`src/rtl/uart_tx_scheduler_if.sv`:
```
// Bundle between the message sources / TX shifter and the UART TX scheduler.
// master = scheduler side, slave = sources plus shifter side.
interface uart_tx_scheduler_if #(
  parameter int NUM_REQ = 3
);
  logic [NUM_REQ-1:0]   req_valid;
  logic [8*NUM_REQ-1:0] req_data;
  logic [NUM_REQ-1:0]   req_last;
  logic [NUM_REQ-1:0]   req_ready;
  logic [NUM_REQ-1:0]   grant;
  logic                 tx_start;
  logic [7:0]           tx_data;
  logic                 tx_busy;
  logic                 timeout_pulse;

  modport master (
    input  req_valid, req_data, req_last, tx_busy,
    output req_ready, grant, tx_start, tx_data, timeout_pulse
  );

  modport slave (
    output req_valid, req_data, req_last, tx_busy,
    input  req_ready, grant, tx_start, tx_data, timeout_pulse
  );
endinterface

```
`src/rtl/uart_tx_scheduler.sv`:
```
// Message-granular round-robin sharing of one UART TX shifter, with a stall watchdog.
// Optional UART_SCHED_PRIO0_EN: requester 0 wins every arbitration and never moves the RR pointer.
module uart_tx_scheduler #(
  parameter int NUM_REQ     = 3,
  parameter int MSG_TIMEOUT = 4096
) (
  input logic               i_clk,
  input logic               i_rst_n,
  uart_tx_scheduler_if.master io_bus
);
  localparam int PW = $clog2(NUM_REQ);
  localparam int CW = $clog2(MSG_TIMEOUT + 1);

  typedef enum logic [1:0] {S_IDLE, S_SEND, S_ACK, S_DONE} state_t;

  state_t             r_state, w_state;
  logic [NUM_REQ-1:0] r_grant, w_grant;
  logic [PW-1:0]      r_gidx, w_gidx;
  logic [PW-1:0]      r_ptr, w_ptr;
  logic [CW-1:0]      r_cnt, w_cnt;
  logic [7:0]         r_tx_data, w_tx_data;
  logic               r_last, w_last;
  logic               r_tx_start, w_tx_start;
  logic               r_timeout, w_timeout;

  logic [NUM_REQ-1:0] w_rr_req;
  logic               w_rr_vld;
  logic [PW-1:0]      w_rr_idx;
  logic               w_win_vld;
  logic [PW-1:0]      w_win_idx;
  logic [PW-1:0]      w_rel_ptr;
  logic               w_accept;

`ifdef UART_SCHED_PRIO0_EN
  assign w_rr_req  = io_bus.req_valid & ~NUM_REQ'(1);
  assign w_win_vld = |io_bus.req_valid;
  assign w_win_idx = io_bus.req_valid[0] ? '0 : w_rr_idx;
  // Requester 0 wins outside the rotation, so its grants leave the pointer alone.
  assign w_rel_ptr = (r_gidx == '0) ? r_ptr : r_gidx;
`else
  assign w_rr_req  = io_bus.req_valid;
  assign w_win_vld = w_rr_vld;
  assign w_win_idx = w_rr_idx;
  assign w_rel_ptr = r_gidx;
`endif

  // First requesting index searching upward from pointer+1, wrapping at NUM_REQ.
  always_comb begin
    logic [PW:0] v_sum;
    w_rr_vld = 1'b0;
    w_rr_idx = '0;
    v_sum    = '0;
    for (int k = 1; k <= NUM_REQ; k++) begin
      v_sum = {1'b0, r_ptr} + (PW+1)'(k);
      if (v_sum >= (PW+1)'(NUM_REQ)) v_sum = v_sum - (PW+1)'(NUM_REQ);
      if (!w_rr_vld && w_rr_req[v_sum[PW-1:0]]) begin
        w_rr_vld = 1'b1;
        w_rr_idx = v_sum[PW-1:0];
      end
    end
  end

  assign w_accept = (r_state == S_SEND) && io_bus.req_valid[r_gidx] && !io_bus.tx_busy;

  always_comb begin
    w_state    = r_state;
    w_grant    = r_grant;
    w_gidx     = r_gidx;
    w_ptr      = r_ptr;
    w_cnt      = r_cnt;
    w_tx_data  = r_tx_data;
    w_last     = r_last;
    w_tx_start = 1'b0;
    w_timeout  = 1'b0;
    case (r_state)
      S_IDLE: begin
        w_cnt = '0;
        if (w_win_vld) begin
          w_grant = NUM_REQ'(1) << w_win_idx;
          w_gidx  = w_win_idx;
          w_state = S_SEND;
        end
      end
      S_SEND: begin
        if (w_accept) begin
          w_tx_data  = io_bus.req_data[{r_gidx, 3'b000} +: 8];
          w_last     = io_bus.req_last[r_gidx];
          w_tx_start = 1'b1;
          w_cnt      = '0;
          w_state    = S_ACK;
        end else if (r_cnt == CW'(MSG_TIMEOUT - 1)) begin
          w_grant   = '0;
          w_ptr     = w_rel_ptr;
          w_timeout = 1'b1;
          w_cnt     = '0;
          w_state   = S_IDLE;
        end else begin
          w_cnt = r_cnt + CW'(1);
        end
      end
      S_ACK: begin
        if (io_bus.tx_busy) w_state = S_DONE;
      end
      S_DONE: begin
        if (!io_bus.tx_busy) begin
          if (r_last) begin
            w_grant = '0;
            w_ptr   = w_rel_ptr;
            w_state = S_IDLE;
          end else begin
            w_state = S_SEND;
          end
        end
      end
      default: w_state = S_IDLE;
    endcase
  end

  always_ff @(posedge i_clk or negedge i_rst_n) begin
    if (!i_rst_n) begin
      r_state    <= S_IDLE;
      r_grant    <= '0;
      r_gidx     <= '0;
      r_ptr      <= PW'(NUM_REQ - 1);
      r_cnt      <= '0;
      r_tx_data  <= 8'h00;
      r_last     <= 1'b0;
      r_tx_start <= 1'b0;
      r_timeout  <= 1'b0;
    end else begin
      r_state    <= w_state;
      r_grant    <= w_grant;
      r_gidx     <= w_gidx;
      r_ptr      <= w_ptr;
      r_cnt      <= w_cnt;
      r_tx_data  <= w_tx_data;
      r_last     <= w_last;
      r_tx_start <= w_tx_start;
      r_timeout  <= w_timeout;
    end
  end

  assign io_bus.req_ready     = w_accept ? r_grant : '0;
  assign io_bus.grant         = r_grant;
  assign io_bus.tx_start      = r_tx_start;
  assign io_bus.tx_data       = r_tx_data;
  assign io_bus.timeout_pulse = r_timeout;
endmodule

```
`src/flat_wrapper.sv`:
```
// flat-port wrapper written by rule: the top's interface ports become plain ports
module uart_tx_scheduler_flat 
#(
  parameter int NUM_REQ     = 3,
  parameter int MSG_TIMEOUT = 4096
)
  (i_clk, i_rst_n, io_bus_req_valid, io_bus_req_data, io_bus_req_last, io_bus_tx_busy, io_bus_req_ready, io_bus_grant, io_bus_tx_start, io_bus_tx_data, io_bus_timeout_pulse);
  uart_tx_scheduler_if #(.NUM_REQ(NUM_REQ)) io_bus_i ();
  input logic i_clk;
  input logic i_rst_n;
  input wire logic [$bits(io_bus_i.req_valid)-1:0] io_bus_req_valid;
  input wire logic [$bits(io_bus_i.req_data)-1:0] io_bus_req_data;
  input wire logic [$bits(io_bus_i.req_last)-1:0] io_bus_req_last;
  input wire logic [$bits(io_bus_i.tx_busy)-1:0] io_bus_tx_busy;
  output wire logic [$bits(io_bus_i.req_ready)-1:0] io_bus_req_ready;
  output wire logic [$bits(io_bus_i.grant)-1:0] io_bus_grant;
  output wire logic [$bits(io_bus_i.tx_start)-1:0] io_bus_tx_start;
  output wire logic [$bits(io_bus_i.tx_data)-1:0] io_bus_tx_data;
  output wire logic [$bits(io_bus_i.timeout_pulse)-1:0] io_bus_timeout_pulse;
  assign io_bus_i.req_valid = io_bus_req_valid;
  assign io_bus_i.req_data = io_bus_req_data;
  assign io_bus_i.req_last = io_bus_req_last;
  assign io_bus_i.tx_busy = io_bus_tx_busy;
  assign io_bus_req_ready = io_bus_i.req_ready;
  assign io_bus_grant = io_bus_i.grant;
  assign io_bus_tx_start = io_bus_i.tx_start;
  assign io_bus_tx_data = io_bus_i.tx_data;
  assign io_bus_timeout_pulse = io_bus_i.timeout_pulse;
  uart_tx_scheduler #(.NUM_REQ(NUM_REQ), .MSG_TIMEOUT(MSG_TIMEOUT)) u_core (.i_clk(i_clk), .i_rst_n(i_rst_n), .io_bus(io_bus_i));
endmodule
```
`config.mk`:
```
export PLATFORM = sky130hd
export DESIGN_NAME = uart_tx_scheduler_flat
export DESIGN_NICKNAME = d
export VERILOG_FILES = /design/src/rtl/uart_tx_scheduler_if.sv /design/src/rtl/uart_tx_scheduler.sv /design/src/flat_wrapper.sv
export SDC_FILE = /design/constraint.sdc
export NUM_CORES = 1
export LEC_CHECK = 0
export CAP_MARGIN = 25
export CORE_UTILIZATION = 50
export CTS_CLUSTER_SIZE = 20
export DETAILED_ROUTE_END_ITERATION = 7
export PLACE_DENSITY = 0.89
export SYNTH_ARGS = -nofsm -noshare
export SYNTH_HDL_FRONTEND = slang
export SYNTH_SLANG_ARGS = --single-unit
```
`constraint.sdc`:
```
create_clock -name i_clk -period 3.5 [get_ports i_clk]
set_input_delay 0.7 -clock i_clk [delete_from_list [all_inputs] [get_ports i_clk]]
set_output_delay 0.7 -clock i_clk [all_outputs]
set_load 0.005 [all_outputs]
```
==> results of run 1 <==
==> power by group through the flow <==
stage / clock [W] / combinational, W / sequential [W]
2_1_floorplan: 0 / 0.000580 / 0.000596
3_3_place_gp: 0 / 0.000813 / 0.000662
3_5_place_dp: 0 / 0.000830 / 0.000664
4_1_cts: 0.000281 / 0.000833 / 0.000661
5_1_grt: 0.000299 / 0.000937 / 0.000689
6_report: 0.000276 / 0.000834 / 0.000664
==> worst max-delay path: stages <==
cell	delay, ns
clkdlybuf4s50_1	0.55
mux2i_1	0.12
o21ai_0	0.22
nor3b_2	0.33
and2_1	0.17
clkdlybuf4s50_1	0.49
==> routing by layer <==
layer	part of all wire, %	vias to the layer above	wire (um)	global-route usage (%)
met4	1.1	0	48	6.818
met3	6.2	6	262	7.246
li1	-	832	-	-
met1	47	790	1987	31.72
met5	0	-	0	0
met2	45	48	1903	36.97
==> through the flow <==
step                utilization [%]  total power [W]  worst slack [ns]  hold slack, ns  instance area [um^2]
global route                  72.58         0.001925           0.05183          0.5246                  2517
global placement              70.20         0.001476            0.2619          0.4785                  2435
finish                        72.58         0.001775            0.2085          0.4879                  2517
CTS                           72.58         0.001775            0.2283          0.4899                  2517
detailed placement            70.20         0.001494            0.2076          0.4720                  2435
floorplan                         -         0.001176             1.178          0.4044                  1894
==> worst max path at each step <==
| stage | start | endpoint | slack, ns | depth (start not counted) |
|---|---|---|---|---|
| global placement | io_bus_req_valid[0] | io_bus_req_ready[0] | 0.26 | 6 |
| finish | io_bus_req_valid[0] | io_bus_req_ready[2] | 0.21 | 6 |
| CTS | io_bus_req_valid[0] | io_bus_req_ready[0] | 0.23 | 6 |
| detailed placement | io_bus_req_valid[0] | io_bus_req_ready[0] | 0.21 | 6 |
| global route | io_bus_req_valid[0] | io_bus_req_ready[2] | 0.05 | 6 |
| floorplan | io_bus_req_valid[2] | io_bus_req_ready[0] | 1.18 | 5 |
==> sequential cells by signal, indices dropped and copies added, names as in the netlist, named ones only <==
name	count
u_core.r_ptr	2
u_core.r_state	1
u_core.io_bus.timeout_pulse	1
u_core.io_bus.tx_data	8
u_core.r_cnt	13
u_core.io_bus.grant	3
u_core.r_gidx	2
u_core.io_bus.tx_start	1
u_core.r_last	1
==> cells in the final DEF (no fill, tap or decap), types with 3 or more instances in the layout <==
cell type        synthesis  layout
clkdlybuf4s50_1          0      48
nor2_1                  36      36
dfrtp_1                 32      32
a21oi_1                 24      24
mux2i_1                 13      13
nand2_1                 12      12
o21ai_0                 10      10
inv_1                    8       8
xnor2_1                  5       5
clkbuf_8                 0       5
buf_4                    0       5
ha_1                     4       4
and2_1                   3       3
or3_1                    3       3
or2_2                    3       3
nor3b_1                  4       3
xor2_1                   3       3
nor2b_1                  3       3
==> logic make-up after synthesis <==
group | share of synthesized area, %
simple gates | 21.66
compound gates | 16.38
flops | 43.66
buf+inv | 3.699
mux | 8.256
xor+xnor | 3.699
fa+ha+maj | 2.642
==> area by class of cell <==
class / instances / share of cell area [%]
flip-flops and latches: 33 / 32.85
repair buffers: 53 / 20.58
clock buffers: 6 / 2.883
inverters: 8 / 1.193
clock inverters: 2 / 0.3976
multi-input cells: 158 / 39.81
well taps: 46 / 2.286
==> run_results.csv, run 1 <==
group,metric,value,unit
status,status,"finished, final reports clean",
setup_path,rrSetupSlack,0.99,ns
synthesis,synth_largest_area_cell,"dfrtp_1",
layout,multiInputGateArea,1002,um^2
layout,synthToLayoutAreaGrowth,32.89,%
timing,finalSetupTns,0,ns
timing,setup_violations,0,
grt,grt.overflow.total,0,
synthesis,syn_area_per_cell,9.064,um^2
place,io_buffers,48,
timing,grt_setup_unrepaired,"no",
detailed_routing,drc_errors,0,
hold_path,whs_endpoint,"u_core.io_bus.timeout_pulse",
floorplan,core_area,3468,um^2
hold_path,min_path_type,"flip-flop to flip-flop",
grt,grt_max_degree,34,
pwr,peakVddDrop,0.0004195,V
synthesis,ys_warn_count,0,
setup_path,cp-start-kind,"input port",
layout,regArea,827.0,um^2
pwr,leakagePower,1.063,nW
synthesis,synth_flop_cell,"dfrtp_1",
timing,fin_crit_sh,94.04,%
floorplan,die_area,4039,um^2
clock_tree,cts_setup_buffers,0,
clock_tree,cts.path.max_buffers,2,
timing,hold_viol_final,0,
clock_tree,cts-resized-gates,0,
setup_path,regToRegEndpoint,"u_core.io_bus.grant[2]",
place,dpl.hpwl,3007,um
layout,nets,296,
pwr,clkPwrFrac,15.6,%
timing,slew_headroom,56.29,%
synthesis,synth-edff-count,0,
synthesis,seq_area_frac_synth,43.66,%
clock_tree,numCtsBuffers,5,
grt,antenna_found_initial,0,
floorplan,top_level_ports,49,
synthesis,synthTopCellsByCount,"nor2_1 (36), dfrtp_1 (32), a21oi_1 (24)",
timing,slew_violations,0,
setup_path,worst_r2r_startpoint,"u_core.r_ptr[0]",
layout,stdcell_count,306,
pwr,seqPwrFrac,37.4,%
floorplan,row_count,21,
pwr,p_int,0.001074,W
synthesis,synth.top_cells.by_area,"dfrtp_1 (42%), nor2_1 (7.1%), mux2i_1 (6.9%), a21oi_1 (6.3%), ha_1 (2.6%)",
clock_tree,clock_sinks,33,
setup_path,crit_type,"input port to output port",
detailed_routing,drtIter0Drc,103,
detailed_routing,routed_wl,4201,um
clock_tree,clk_latency,0.28,ns
layout,diodes,0,
clock_tree,hold_buffers,0,
setup_path,cp-end-kind,"output port",
place,gp_congestion,0.8554,
timing,timing.fmax,303.8,MHz
pwr,power.density,704.9,nW/um^2
hold_path,min_from,"u_core.r_cnt[12]",
synthesis,syn_inst,209,
floorplan,die_w,63.55,um
place,dp_cells,298,
setup_path,cp_max_fo,6,
synthesis,synth.most_common_cell,"nor2_1",
layout,layout-drive-gt1-share,8.077,%
timing,finalCriticalPeriod,3.291,ns
clock_tree,htree_num_levels,2,
floorplan,die_y,63.55,um
detailed_routing,wire_per_inst,13.73,um
clock_tree,tritoncts,"done",
pwr,power_frac_comb,47.0,%
setup_path,reg2regPathDepth,7,
synthesis,synth-seq-cells,33,
grt,grt_pass1_vias,1619,
clock_tree,root_buffer,"clkbuf_8",
timing,worstMarginPinSlew,0.6557,ns
detailed_routing,vias,1676,
synthesis,async_reset_ff_share,100.0,%
detailed_routing,ant_nets,0,
detailed_routing,firstDrtPassIters,4,
setup_path,worstPathArrival,2.59,ns
pwr,p_switching,0.0007004,W
synthesis,syn_area,1894,um^2
detailed_routing,post_drt_via_cell_ratio,5.477,
setup_path,worstPathRequired,2.80,ns
flow_run,drv_cap,0,
grt,grt_pass1_wl,7479,um
hold_path,min_path_cells,1,
pwr,swShare,39.47,%
layout,fillers,258,
synthesis,synth_top_cell_area_share,42.27,%
synthesis,synth_nets,246,
grt,grt_usage,23.79,%
synthesis,synth.distinct_cells,46,
floorplan,initial_core_util,54.62,%
timing,clock_skew,0.007287,ns
clock_tree,clk_pin_slew_worst_paths,0.06,ns
Note: power is estimated with default switching activity, not from simulation.
==> inputs of run 2 (changes only) <==
--- a/config.mk
+++ b/config.mk
@@ -6,10 +6,11 @@
 export NUM_CORES = 1
 export LEC_CHECK = 0
 export CAP_MARGIN = 25
-export CORE_UTILIZATION = 50
+export CORE_UTILIZATION = 44
 export CTS_CLUSTER_SIZE = 20
 export DETAILED_ROUTE_END_ITERATION = 7
-export PLACE_DENSITY = 0.89
+export PLACE_DENSITY_LB_ADDON = 0.12
+export REMOVE_ABC_BUFFERS = 1
 export SYNTH_ARGS = -nofsm -noshare
 export SYNTH_HDL_FRONTEND = slang
 export SYNTH_SLANG_ARGS = --single-unit
==> constraint.sdc (replaced) <==
create_clock -name i_clk -period 2.8 [get_ports i_clk]
set_input_delay 0.56 -clock i_clk [delete_from_list [all_inputs] [get_ports i_clk]]
set_output_delay 0.56 -clock i_clk [all_outputs]
set_load 0.005 [all_outputs]
==> run_results.csv, run 2 (synthesis results as in run 1) <==
group,metric,value,unit
timing,finalCriticalPeriod,2.527,ns
hold_path,min_path_type,"flip-flop to flip-flop",
layout,nets,305,
floorplan,initial_core_util,46.69,%
status,status,"finished, final reports clean",
flow_run,drv_cap,0,
grt,grt_max_degree,34,
clock_tree,numCtsBuffers,5,
detailed_routing,ant_nets,0,
place,dp_cells,309,
detailed_routing,routed_wl,4297,um
timing,hold_viol_final,0,
clock_tree,htree_num_levels,2,
timing,setup_violations,0,
timing,fin_hold_ws,0.4911,ns
grt,grt_pass1_vias,1500,
timing,worstMarginPinSlew,0.6335,ns
clock_tree,clk_pin_slew_worst_paths,0.07,ns
detailed_routing,firstDrtPassIters,4,
clock_tree,root_buffer,"clkbuf_8",
grt,grt_usage,19.96,%
place,io_buffers,48,
layout,mostFrequentLayoutCell,"clkdlybuf4s50_1",
grt,grt_pass1_wl,6741,um
timing,grt_setup_unrepaired,"no",
pwr,leakagePower,1.151,nW
grt,grt.overflow.total,0,
detailed_routing,m1WireLength,1878,um
clock_tree,clock_sinks,33,
timing,fin_crit_sh,90.26,%
pwr,power,0.002305,W
layout,regMostFlops,"u_core.r_cnt",
floorplan,die_w,67.62,um
detailed_routing,wl_met3,236,um
clock_tree,clk_latency,0.29,ns
detailed_routing,route.met2.wl,2116,um
layout,synthToLayoutAreaGrowth,37.58,%
setup_path,cp_max_fo,4,
floorplan,core_area,4058,um^2
place,dpl.hpwl,3182,um
detailed_routing,vias,1693,
layout,stdcell_count,318,
layout,largest_reg_flops,13,
layout,layout_common_cells,"clkdlybuf4s50_1 (44), nor2_1 (36), dfrtp_1 (32), a21oi_1 (24), buf_4 (14)",
timing,worst_slack,0.2728,ns
detailed_routing,highest_layer,"met4",
floorplan,die_area,4572,um^2
timing,slew_headroom,57.68,%
setup_path,worstPathRequired,2.24,ns
floorplan,top_level_ports,49,
clock_tree,cts.path.max_buffers,2,
clock_tree,tritoncts,"done",
setup_path,crit_type,"input port to output port",
setup_path,startpoint,"io_bus_req_valid[0]",
pwr,peakVddDrop,0.0004538,V
detailed_routing,wire_per_inst,13.51,um
layout,final_util,64.23,%
grt,antenna_found_initial,0,
setup_path,worst_r2r_startpoint,"u_core.r_ptr[0]",
detailed_routing,drtIter0Drc,64,
place,preCtsSetupSlack,-0.1141,ns
pwr,power.density,884.2,nW/um^2
timing,timing.fmax,395.7,MHz
floorplan,row_count,23,
layout,layout-drive-gt1-share,11.19,%
hold_path,min_from,"u_core.r_cnt[12]",
timing,clock_skew,0.006152,ns
place,gp_congestion,0.7604,
timing,slew_violations,0,
setup_path,worstPathArrival,1.97,ns
setup_path,cp-end-kind,"output port",
detailed_routing,drc_errors,0,
setup_path,cp-start-kind,"input port",
floorplan,die_y,67.62,um
layout,diodes,0,
detailed_routing,post_drt_via_cell_ratio,5.324,
run 2: cell count changes in the layout (fill, tap and decap cells not counted), sizes merged:
cell,delta
clkinv,-2
clkinvlp,+1
buf,+9
dlygate4sd2,+2
clkdlybuf4s50,-4
dlymetal6s2s,+2
run 2: repair_timing:
item / CTS / global route
buffers inserted: 2 / 0
setup endpoints to repair: 3 / 2
hold buffers: 0 / 0
pin swaps: 3 / 3
endpoints found under the hold margin: 0 / 0
gates resized for setup: 4 / 2
run 2: path summary, 6_finish.rpt:
check                                         endpoint  slack [ns]  depth (start not counted)
hold reg to reg            u_core.io_bus.timeout_pulse        0.49                          1
min in group asynchronous              u_core.r_ptr[0]        0.68                          2
max in group asynchronous              u_core.r_ptr[1]        1.80                          2
setup / recovery                   io_bus_req_ready[2]        0.27                          6
setup reg to reg                      u_core.r_gidx[1]        0.59                          7
hold / removal             u_core.io_bus.timeout_pulse        0.49                          1
run 2: area by class of cell:
class                      instances  area, um^2
fill                             371        1451
multi-input combinational        158        1008
sequential                        33       827.0
timing repair buffer              62       588.1
clock buffer                       6       82.58
clock inverter                     1       7.507
tap                               50       62.56
inverter                           8       30.03
run 2: layer usage:
layer,vias up,track usage (%)
met5,-,0
met4,0,8.777
met3,8,4.899
met2,36,32.92
met1,796,24.42
li1,853,-
run 2: metrics by stage:
step / TNS (ns) / instance area [um^2]
after global routing: 0 / 2606
after floorplan: -0.4468 / 1854
after global placement: -0.07608 / 2492
after detailed placement: -0.3042 / 2492
after CTS: 0 / 2601
final: 0 / 2606
run 2: critical path: stages:
cell and delay (ns):
clkdlybuf4s50_1 0.47, mux2i_1 0.08, o21ai_1 0.18, nor3b_4 0.28, and2_1 0.16, dlygate4sd2_1 0.23
run 2: power breakdown:
part | total [W] | switching [W] | leakage [nW] | internal, W
clock | 0.000364 | 0.000170 | 0.0433 | 0.000194
sequential | 0.000769 | 0.000139 | 0.417 | 0.000630
combinational | 0.00117 | 0.000574 | 0.690 | 0.000597
==> inputs of run 3 (changes only) <==
--- a/config.mk
+++ b/config.mk
@@ -5,8 +5,9 @@
 export SDC_FILE = /design/constraint.sdc
 export NUM_CORES = 1
 export LEC_CHECK = 0
+export ABC_AREA = 1
 export CAP_MARGIN = 25
-export CORE_UTILIZATION = 44
+export CORE_UTILIZATION = 45
 export CTS_CLUSTER_SIZE = 20
 export DETAILED_ROUTE_END_ITERATION = 7
 export PLACE_DENSITY_LB_ADDON = 0.12
==> constraint.sdc (replaced) <==
create_clock -name i_clk -period 2.8 [get_ports i_clk]
set_input_delay 0.42 -clock i_clk [delete_from_list [all_inputs] [get_ports i_clk]]
set_output_delay 0.42 -clock i_clk [all_outputs]
set_load 0.005 [all_outputs]
==> run_results.csv, run 3 <==
group,metric,value,unit
status,status,"finished, final reports clean",
timing,timing.fmax,408.5,MHz
floorplan,die_w,69.80,um
synthesis,synth.top_cells.by_area,"dfrtp_1 (39%), nand2_1 (8.9%), nor2_1 (8.7%), nand3_1 (6.0%), o21ai_0 (5.1%)",
clock_tree,cts_setup_buffers,0,
layout,diodes,0,
setup_path,worstPathRequired,2.38,ns
pwr,power.density,903.4,nW/um^2
timing,hold_viol_final,0,
hold_path,min_from,"u_core.r_ptr[1]",
synthesis,syn_area,2068,um^2
grt,antenna_found_initial,0,
detailed_routing,drtIter0Drc,157,
flow_run,drv_cap,0,
detailed_routing,wire_per_inst,12.15,um
timing,fin_hold_ws,0.5146,ns
grt,grt_max_degree,34,
hold_path,min_path_type,"flip-flop to flip-flop",
clock_tree,tritoncts,"done",
setup_path,cp.buffers_inverters,2,
layout,stdcell_count,376,
clock_tree,clk_pin_slew_worst_paths,0.07,ns
clock_tree,hold_buffers,0,
synthesis,synth-edff-count,0,
setup_path,worst_r2r_startpoint,"u_core.r_ptr[0]",
layout,nets,360,
clock_tree,root_buffer,"clkbuf_8",
floorplan,die_area,4871,um^2
clock_tree,numCtsBuffers,5,
synthesis,synth.distinct_cells,32,
setup_path,cp_slowest_cell,"dfrtp_1",
setup_path,crit_type,"flip-flop to output port",
floorplan,core_area,4384,um^2
synthesis,synthTopCellsByCount,"nand2_1 (49), nor2_1 (48), dfrtp_1 (32)",
setup_path,cp-end-kind,"output port",
timing,grt_setup_unrepaired,"no",
detailed_routing,firstDrtPassIters,4,
layout,mostFrequentLayoutCell,"nand2_1",
detailed_routing,drc_errors,0,
synthesis,syn_area_per_cell,7.548,um^2
place,dpl.hpwl,3419,um
grt,grt_pass1_wl,7872,um
clock_tree,htree_num_levels,2,
timing,slew_headroom,71.93,%
layout,regMostFlops,"u_core.r_cnt",
synthesis,synth_flop_cell,"dfrtp_1",
pwr,leakagePower,1.149,nW
detailed_routing,ant_nets,0,
layout,layout_common_cells,"nand2_1 (49), nor2_1 (48), clkdlybuf4s50_1 (48), dfrtp_1 (32), nand3_1 (25)",
detailed_routing,routed_wl,4570,um
setup_path,cp.depth,6,
grt,grt_pass1_vias,1735,
place,io_buffers,48,
hold_path,whs_endpoint,"u_core.r_ptr[1]",
place,dp_cells,368,
synthesis,seq_area_frac_synth,39.99,%
timing,setup_violations,0,
synthesis,async_reset_ff_share,100.0,%
synthesis,synth-seq-cells,33,
detailed_routing,post_drt_via_cell_ratio,5.019,
setup_path,max_stage_delay,0.53,ns
place,gp_congestion,0.8637,
layout,largest_reg_flops,13,
setup_path,reg2regPathDepth,8,
clock_tree,clk_latency,0.29,ns
floorplan,initial_core_util,47.17,%
floorplan,row_count,24,
hold_path,min_path_cells,2,
place,place_area,2575,um^2
synthesis,syn_inst,274,
clock_tree,clock_sinks,33,
layout,final_util,61.04,%
setup_path,cp_max_fo,11,
grt,grt.overflow.total,0,
timing,clock_skew,0.002949,ns
timing,slew_violations,0,
synthesis,synth_largest_area_cell,"dfrtp_1",
setup_path,cp_cell_sequence,"inv_2 > nand2_1 > nor2_4 > nand2_4 > nor2_1 > clkdlybuf4s50_1",
synthesis,synth.most_common_cell,"nand2_1",
setup_path,cp-start-kind,"flip-flop",
floorplan,die_y,69.80,um
floorplan,top_level_ports,49,
timing,finalCriticalPeriod,2.448,ns
synthesis,synth_top_cell_area_share,38.72,%
layout,fillers,396,
layout,fin_area,2676,um^2
clock_tree,cts-resized-gates,0,
grt,grt_usage,20.43,%
timing,finalSetupTns,0,ns
layout,layout-drive-gt1-share,11.73,%
synthesis,ys_warn_count,0,
pwr,peakVddDrop,0.0006243,V
setup_path,rrSetupSlack,0.73,ns
detailed_routing,vias,1887,
clock_tree,cts.path.max_buffers,2,
layout,synthToLayoutAreaGrowth,29.40,%
setup_path,worstPathArrival,2.03,ns
setup_path,regToRegEndpoint,"u_core.r_gidx[1]",
setup_path,crit_family,"buffers and inverters",
timing,fin_crit_sh,87.44,%
timing,worstMarginPinSlew,0.4211,ns
[run 3: cell families (layout without fill, tap and decap cells)]
family                     count (synthesis)  in the layout  synth area share, %
and+or+nand+nor                          150            150                35.39
AOI/OAI and AO/OA                         41             41                10.83
xor gates and xnor gates                   6              6                2.541
adders and majority gates                  4              4                2.420
DFF                                       33             33                39.99
buffers and inverters                     40             90                8.832
[run 3: tightest hold or removal path, cell delays in order (launching register included)]
cell	delay, ns
dfstp_2	0.38
nand2_1	0.05
o21ai_0	0.07
[run 3: worst max path at each step]
stage | slack (ns) | startpoint | end
2_1_floorplan | 1.00 | u_core.r_ptr[1] | u_core.io_bus.grant[0]
3_3_place_gp | 0.44 | io_bus_req_valid[1] | io_bus_req_ready[2]
3_5_place_dp | 0.40 | io_bus_req_valid[1] | io_bus_req_ready[1]
4_1_cts | 0.34 | flip-flop | io_bus_req_ready[1]
5_1_grt | 0.23 | flip-flop | io_bus_req_ready[0]
6_report | 0.35 | flip-flop | io_bus_req_ready[1]
[run 3: final cells by class]
| class | count | area [um^2] | share of cell area, % |
|---|---|---|---|
| Clock buffer | 7 | 96.34 | 3.600 |
| Clock inverter | 1 | 5.005 | 0.1870 |
| Inverter | 31 | 121.4 | 4.535 |
| Multi-Input combinational cell | 201 | 1059 | 39.55 |
| Sequential cell | 33 | 827.0 | 30.90 |
| Tap cell | 52 | 65.06 | 2.431 |
| Timing Repair Buffer | 51 | 503.0 | 18.79 |
[run 3: power breakdown]
part / leakage [nW] / switching [W] / total (W) / internal [W]
Combinational: 0.674 / 0.000731 / 0.00125 / 0.000523
Sequential: 0.420 / 0.000138 / 0.000761 / 0.000623
Clock: 0.0542 / 0.000180 / 0.000402 / 0.000222
Total: 1.15 / 0.00105 / 0.00242 / 0.00137
[run 3: routing by layer]
layer / part of all wire (%) / vias to the layer above / GRT usage (%)
met4: 2.0 / 0 / 9.333
met5: 0 / - / 0
met3: 4.5 / 8 / 3.779
met2: 47 / 39 / 32.37
li1: - / 985 / -
met1: 46 / 855 / 27.05
[run 3: stage by stage]
| step | setup slack (ns) | total power (W) |
|---|---|---|
| global route | 0.2290 | 0.002648 |
| CTS | 0.3358 | 0.002437 |
| global placement | 0.4412 | 0.002012 |
| floorplan | 1.004 | 0.001583 |
| finish | 0.3518 | 0.002418 |
| detailed placement | 0.4039 | 0.002028 |
